===== src/rtl/wb_result_router.sv =====
// Routes one 8-bit result to the ALU latch, remainder register, BUS_1 driver or data-memory write port.
// Register sinks: 1 cycle. Memory: req/ack with timeout; in_ready is held low for the whole memory write.
module wb_result_router #(
  parameter int ADDR_W      = 8,
  parameter int MEM_TIMEOUT = 15
) (
  input  logic              clk,
  input  logic              reset,
  input  logic              in_valid,
  output logic              in_ready,
  input  logic [7:0]        in_data,
  input  logic [1:0]        in_dest,
  input  logic [ADDR_W-1:0] in_addr,
  output logic [7:0]        alu_opnd,
  output logic              alu_load,
  output logic [7:0]        rem_reg,
  output logic              rem_load,
  output logic [7:0]        bus1_data,
  output logic              bus1_strobe,
  output logic              mem_req,
  output logic [ADDR_W-1:0] mem_addr,
  output logic [7:0]        mem_wdata,
  input  logic              mem_ack,
  output logic              mem_err,
  output logic              busy
);

  localparam int CNT_W = $clog2(MEM_TIMEOUT + 1);
  localparam logic [CNT_W-1:0] CNT_MAX  = CNT_W'(MEM_TIMEOUT);
  localparam logic [CNT_W-1:0] CNT_LAST = CNT_W'(MEM_TIMEOUT - 1);

  typedef enum logic {IDLE, MEM_WAIT} state_t;

  state_t           state;
  logic [CNT_W-1:0] wait_cnt;
  logic             xfer;

  assign in_ready = (state == IDLE) && !reset;
  assign xfer     = in_valid && in_ready;

  always_ff @(posedge clk) begin
    if (reset) begin
      state       <= IDLE;
      wait_cnt    <= '0;
      alu_opnd    <= '0;
      alu_load    <= 1'b0;
      rem_reg     <= '0;
      rem_load    <= 1'b0;
      bus1_data   <= '0;
      bus1_strobe <= 1'b0;
      mem_req     <= 1'b0;
      mem_addr    <= '0;
      mem_wdata   <= '0;
      mem_err     <= 1'b0;
      busy        <= 1'b0;
    end else begin
      alu_load    <= 1'b0;
      rem_load    <= 1'b0;
      bus1_strobe <= 1'b0;
      mem_err     <= 1'b0;
      case (state)
        IDLE: begin
          if (xfer) begin
            case (in_dest)
              2'b00: begin
                alu_opnd <= in_data;
                alu_load <= 1'b1;
              end
              2'b01: begin
                rem_reg  <= in_data;
                rem_load <= 1'b1;
              end
              2'b10: begin
                bus1_data   <= in_data;
                bus1_strobe <= 1'b1;
              end
              2'b11: begin
                mem_addr  <= in_addr;
                mem_wdata <= in_data;
                mem_req   <= 1'b1;
                busy      <= 1'b1;
                wait_cnt  <= '0;
                state     <= MEM_WAIT;
              end
            endcase
          end
        end
        MEM_WAIT: begin
          // ack takes priority over a timeout expiring on the same edge
          if (mem_ack) begin
            mem_req <= 1'b0;
            busy    <= 1'b0;
            state   <= IDLE;
          end else begin
            if (wait_cnt != CNT_MAX) begin
              wait_cnt <= wait_cnt + CNT_W'(1);
            end
            if (wait_cnt == CNT_LAST) begin
              mem_req <= 1'b0;
              busy    <= 1'b0;
              mem_err <= 1'b1;
              state   <= IDLE;
            end
          end
        end
        default: state <= IDLE;
      endcase
    end
  end

endmodule


===== config.mk =====
export PLATFORM = sky130hd
export DESIGN_NAME = wb_result_router
export DESIGN_NICKNAME = d
export VERILOG_FILES = /design/src/rtl/wb_result_router.sv
export SDC_FILE = /design/constraint.sdc
export NUM_CORES = 1
export LEC_CHECK = 0
export ABC_CLOCK_PERIOD_IN_PS = 3680
export BUFFER_PORTS_ARGS = -buffer_cell sky130_fd_sc_hd__buf_2
export CAP_MARGIN = 20
export CORE_ASPECT_RATIO = 0.7
export CORE_MARGIN = 10
export CORE_UTILIZATION = 50
export CTS_BUF_LIST = sky130_fd_sc_hd__clkbuf_2 sky130_fd_sc_hd__clkbuf_4 sky130_fd_sc_hd__clkbuf_8
export CTS_CLUSTER_DIAMETER = 80
export CTS_CLUSTER_SIZE = 28
export DETAILED_ROUTE_END_ITERATION = 6
export GPL_TIMING_DRIVEN = 0
export PLACE_DENSITY = 0.91
export SETUP_SLACK_MARGIN = 0.4
export SYNTH_ARGS = -nofsm -noshare
export SYNTH_HDL_FRONTEND = slang
export SYNTH_SLANG_ARGS = --single-unit
export TNS_END_PERCENT = 1

===== constraint.sdc =====
create_clock -name clk -period 3.68 [get_ports clk]
set_input_delay 0.552 -clock clk [delete_from_list [all_inputs] [get_ports clk]]
set_output_delay 0.552 -clock clk [all_outputs]
set_load 0.03 [all_outputs]

---- Word level (Yosys, flattened, before mapping) ----
Cells that the tools add are included.
storage, ports and cells
  bits in registers ....................... 50
  bits in latches ......................... 0
  memory bits (writable) .................. 0
  ROM bits ................................ 0
  input bits .............................. 22
  output and inout bits ................... 47
  logic and storage cells ................. 56
  memories ................................ 0
cells by class
  add/subtract/negate cells ............... 1
  multiply operators ...................... 0
  div/mod/pow operators ................... 0
  magnitude comparators ................... 0
  equal/unequal tests ..................... 10
  shift-type cells ........................ 0
  mux-type cells .......................... 19
  bitwise gates (word level) .............. 2
  reductions and logical operators ........ 12
operators with widths
  operator               number
  $mux W4                4
  $reduce_and A3 Y1      5
  $mux W1                12
  $pmux W4 S2            1
  $reduce_or A3 Y1       2
  $add A4 B1 Y4 const B  1
  $eq A2 B2 Y1 const B   2
  $eq A4 B4 Y1 const B   1
  $ne A2 B1 Y1 const B   2
  $ne A2 B2 Y1 const B   2
  $ne A4 B4 Y1 const B   1
  $pmux W1 S2            2
  $reduce_and A4 Y1      1
  $ne A3 B2 Y1 const B   1
  $eq A2 B1 Y1 const B   1
  $logic_and A1 B1 Y1    2
  $logic_not A2 Y1       1
  $not A1 Y1             2
  $logic_not A1 Y1       1

---- Depth between registers and ports, before layout ----
  depth in word-level cells ............... 5
  gate-level depth with buffers ........... 6
  depth with buffers taken out ............ 5

---- Worst setup path after synthesis ----
OpenSTA, ideal clock, no wires.
  path type ............................... input to output
  from .................................... in reset
  to ...................................... out in_ready
  data arrival time ....................... 1.268 ns
  slack ................................... 1.860 ns
  stages .................................. 3
  cell sequence ........................... buf_6 clkbuf_1 nor2_1
between the ends
  cells in the longest elaborated chain, start to end .. 2
ends and longest elaborated chain
  item                 RTL line  RTL
  start, declared      8         input logic reset,
  $logic_not A1 Y1     38        assign in_ready = (state == IDLE) && !reset;
  $logic_and A1 B1 Y1  38
  end, declared        10        output logic in_ready,
Every way passes these cells.

---- Final worst setup path ----
Ends and elaborated chain as after synthesis.

==> summary.txt <==
Clock tree
  • Clock buffer depth: 2
  • Post-CTS Resized: 0
  • Num CTS Buffers: 5
  • Worst-Skew Late Latency: 0.30 ns
  • H-tree lvl count: 2
  • # clock sinks: 50
  • TritonCTS clock tree: yes
  • CTS hold repair buffers: 0
  • Clock tree root driver cell: clkbuf_8
  • Clk pin slew, worst setup/hold paths: approximately 0.09 ns
  • Post-CTS setup buffers: 0

Route
  • DR vias: between 2000 and 2500
  • Initial DRC Count: roughly 200
  • Vias/cell: between 5 and 6
  • Wire per inst: between 15 and 20 um
  • Final ANT Viol Nets: 0
  • First-pass iteration count of the detailed router: 4
  • WL final: 5900 um
  • DRC violations left: 0

Timing
  • Pins Over Slew Limit: 0
  • Clock skew: between 0.006 and 0.007 ns
  • Worst hold margin: 0.480 ns
  • Rel. slew slack: approximately 68%
  • Unrepaired setup endpoints after global routing: false
  • Setup TNS: 0 ns
  • Fin crit period: 1.83 ns
  • Final period utilization: about half
  • FMAX: around 0.55 GHz
  • Worst slew pin tran: roughly 0.48 ns
  • Fin. Hold Viols: 0
  • Setup-failing EPs final: 0

Worst setup path
  • Critical Path AT: between 1 and 1.5 ns
  • Crit path kind: in -> out
  • FF-to-FF setup slack: 2.16 ns
  • Peak per-stage delay on the critical path: ~0.35 ns
  • CP Cell Sequence: buf_6, clkbuf_1, nor2_1, buf_2
  • CP Max Fanout: 10
  • R2R depth: 5
  • Worst reg2reg endpoint: alu_opnd[2]
  • CP Data Required Time: approximately 3.1 ns
  • Reg2reg start: state
  • Element type at the critical path start: input port
  • CP endpoint kind: output port
  • Slowest CP cell: clkbuf_1

Logic synthesis
  • Post-Synth Adder-Cell Area: under 10%
  • Post-Synthesis Cells: approximately 240
  • Post-Synth Simple-Gate Area: around 17%
  • Compound-Gate Fraction of Synth Area: roughly 23%
  • Top-area cell type share of the netlist area: between 40% and 50%
  • Synth cell types: 32
  • Synth warnings: 0
  • Synth top area cells: dfxtp_1, a21oi_1, nand3_1
  • Multiplexer area fraction after synthesis: 0.996%
  • Mapped cell area: 0.00201 sq mm
  • Net Count, Synth: 260
  • Register area share after synthesis: 49.8%
  • Cell taking the most area after synthesis: dfxtp_1
  • Synthesized flop and latch total: 50
  • Synth Area in XOR/XNOR: 0%
  • Mapped Avg Cell Area: 8.52 sq um
  • Main combinational cell family by area after synthesis: compound AO/OA/AOI/OAI gates

Power
  • Pwr per Cell Area: between 400 and 500 mW/mm^2
  • Switching Share: 25.7%
  • Psw: between 200 and 300 uW
  • Peak supply drop: roughly 0.27 mV
  • Gate power share: around 12%
  • Seq pwr share: between 50% and 60%
  • Clock power frac: between 30% and 40%
  • Internal: between 700 and 800 uW
  • Leak: about 1.1 nW

Placed design
  • IO Port Bufs: 67
  • DP HPWL: 4430 um
  • GP Congestion: 0.889

Final layout
  • Area of the multi-input gates: 853 sq um
  • Layout Nets: between 300 and 400
  • Fraction of layout cells with a size suffix above 1: between 20% and 30%
  • FF/Latch Area: ~0.001 sq mm
  • Area Growth Syn to Fin: 25.6%
  • Ant. Diodes: 0
  • Fill count: 340
  • Final core occ: approximately 65%

GRT
  • Grt peak-use layer: met2
  • Initial antenna violation count: 0
  • GRT Overall Usage: 16.8%
  • GR met3 Demand/Resource: 6.37%
  • Routing usage on met2: about a quarter
  • Vias in the first global route: around 2000
  • Met1 Resource Use GR: between 20 and 25%
  • First-pass GRT wire length: about 9500 um
  • Largest net degree at the start of global routing: 17
  • Total gr overflow: 0

Die
  • # rows: 19
  • Die span in x: approximately 96 um
  • Core ar.: ~0.0039 sq mm
  • Initial Util: between 50% and 60%
  • Die area: about 0.007 sq mm
  • Ports: approximately 70
  • Die Ht: approximately 73 um

Worst hold path
  • Worst min path class: reg -> reg
  • Worst Min Path Start: mem_addr[4]
  • Hold depth: 2
  • Hold EP: mem_addr[4]

Run
  • Max-cap viol count: 0

Status
  • Status: complete, no violations
routing by layer:
layer / vias up / share of wire, %
li1: 990 / -
met1: 960 / 42
met2: 91 / 45
met3: 11 / 12
met4: 0 / 0.93
met5: - / 0
power groups by stage:
stage / clock network [mW] / logic, mW / registers [mW]
4_1_cts: 0.385 / 0.121 / 0.557
3_5_place_dp: 0 / 0.120 / 0.569
2_1_floorplan: 0 / 0.0549 / 0.589
3_3_place_gp: 0 / 0.119 / 0.569
5_1_grt: 0.408 / 0.133 / 0.558
6_report: 0.385 / 0.122 / 0.557
worst max-delay path, delay by kind of cell:
| kind | cells | cell delay [ns] |
|---|---|---|
| simple gates | 1 | 0.08 |
| buf+inv | 3 | 0.64 |
final cells by class:
class / count / area share [%]
Clock buffer: 5 / 2.73
Tap cell: 52 / 2.58
Buffer: 25 / 5.60
Sequential cell: 50 / 39.6
Timing Repair Buffer: 67 / 13.3
Multi-Input combinational cell: 157 / 33.8
Clock inverter: 3 / 1.78
Inverter: 4 / 0.595
placed cells by master (no fill, tap or decap), drive strengths merged, types with 2 or more instances in the layout:
| cell type | n |
|---|---|
| o21ai | 40 |
| inv | 4 |
| ha | 2 |
| nor2 | 8 |
| o32ai | 2 |
| mux2i | 2 |
| a21oi | 42 |
| nand2b | 3 |
| clkbuf | 16 |
| nand3 | 42 |
| dfxtp | 50 |
| clkinvlp | 2 |
| buf | 81 |
Yosys cell counts:
master and count:
a32oi_1 1, o22ai_1 1, nor3b_2 1, o21ai_1 8, or4b_1 1, nand2b_1 3, clkbuf_1 8, clkbuf_2 3
and3b_1 1, mux2i_1 2, buf_6 3, or2_1 1, ha_1 2, o21ai_0 32, nand3_1 42, a21oi_1 42
nor3_1 1, or3b_1 1, and3_1 1, nor2b_1 1, nand2_1 1, o31ai_1 1, buf_4 3, inv_1 4
o221ai_1 1, o32ai_1 2, or4_1 1, nor2_1 8, a211oi_1 1, nand3b_1 1, buf_2 8, dfxtp_1 50
cell families (layout without fill, tap and decap cells):
family	after synthesis	count (layout)
buf+inv	29	104
mux	2	2
fa+ha+maj	2	2
simple gates	64	64
flops	50	50
compound gates	89	89
metrics by stage:
stage                     instance area [sq um]  instances  total power [mW]  setup slack [ns]
after floorplan                            2010        236             0.644              1.86
after global placement                     2410        355             0.687              1.88
after detailed placement                   2410        355             0.690              1.84
after CTS                                  2520        363              1.06              1.83
after global routing                       2520        363              1.10              1.72
final                                      2520        363              1.06              1.85
worst max-delay path by stage:
stage | slack [ns] | cells past startpoint | end | startpoint
after floorplan | 1.86 | 3 | in_ready | reset
after global placement | 1.88 | 4 | in_ready | reset
after detailed placement | 1.84 | 4 | in_ready | reset
after CTS | 1.83 | 4 | in_ready | reset
after global routing | 1.72 | 4 | in_ready | reset
final | 1.85 | 4 | in_ready | reset
(Power assumes the default switching activity.)
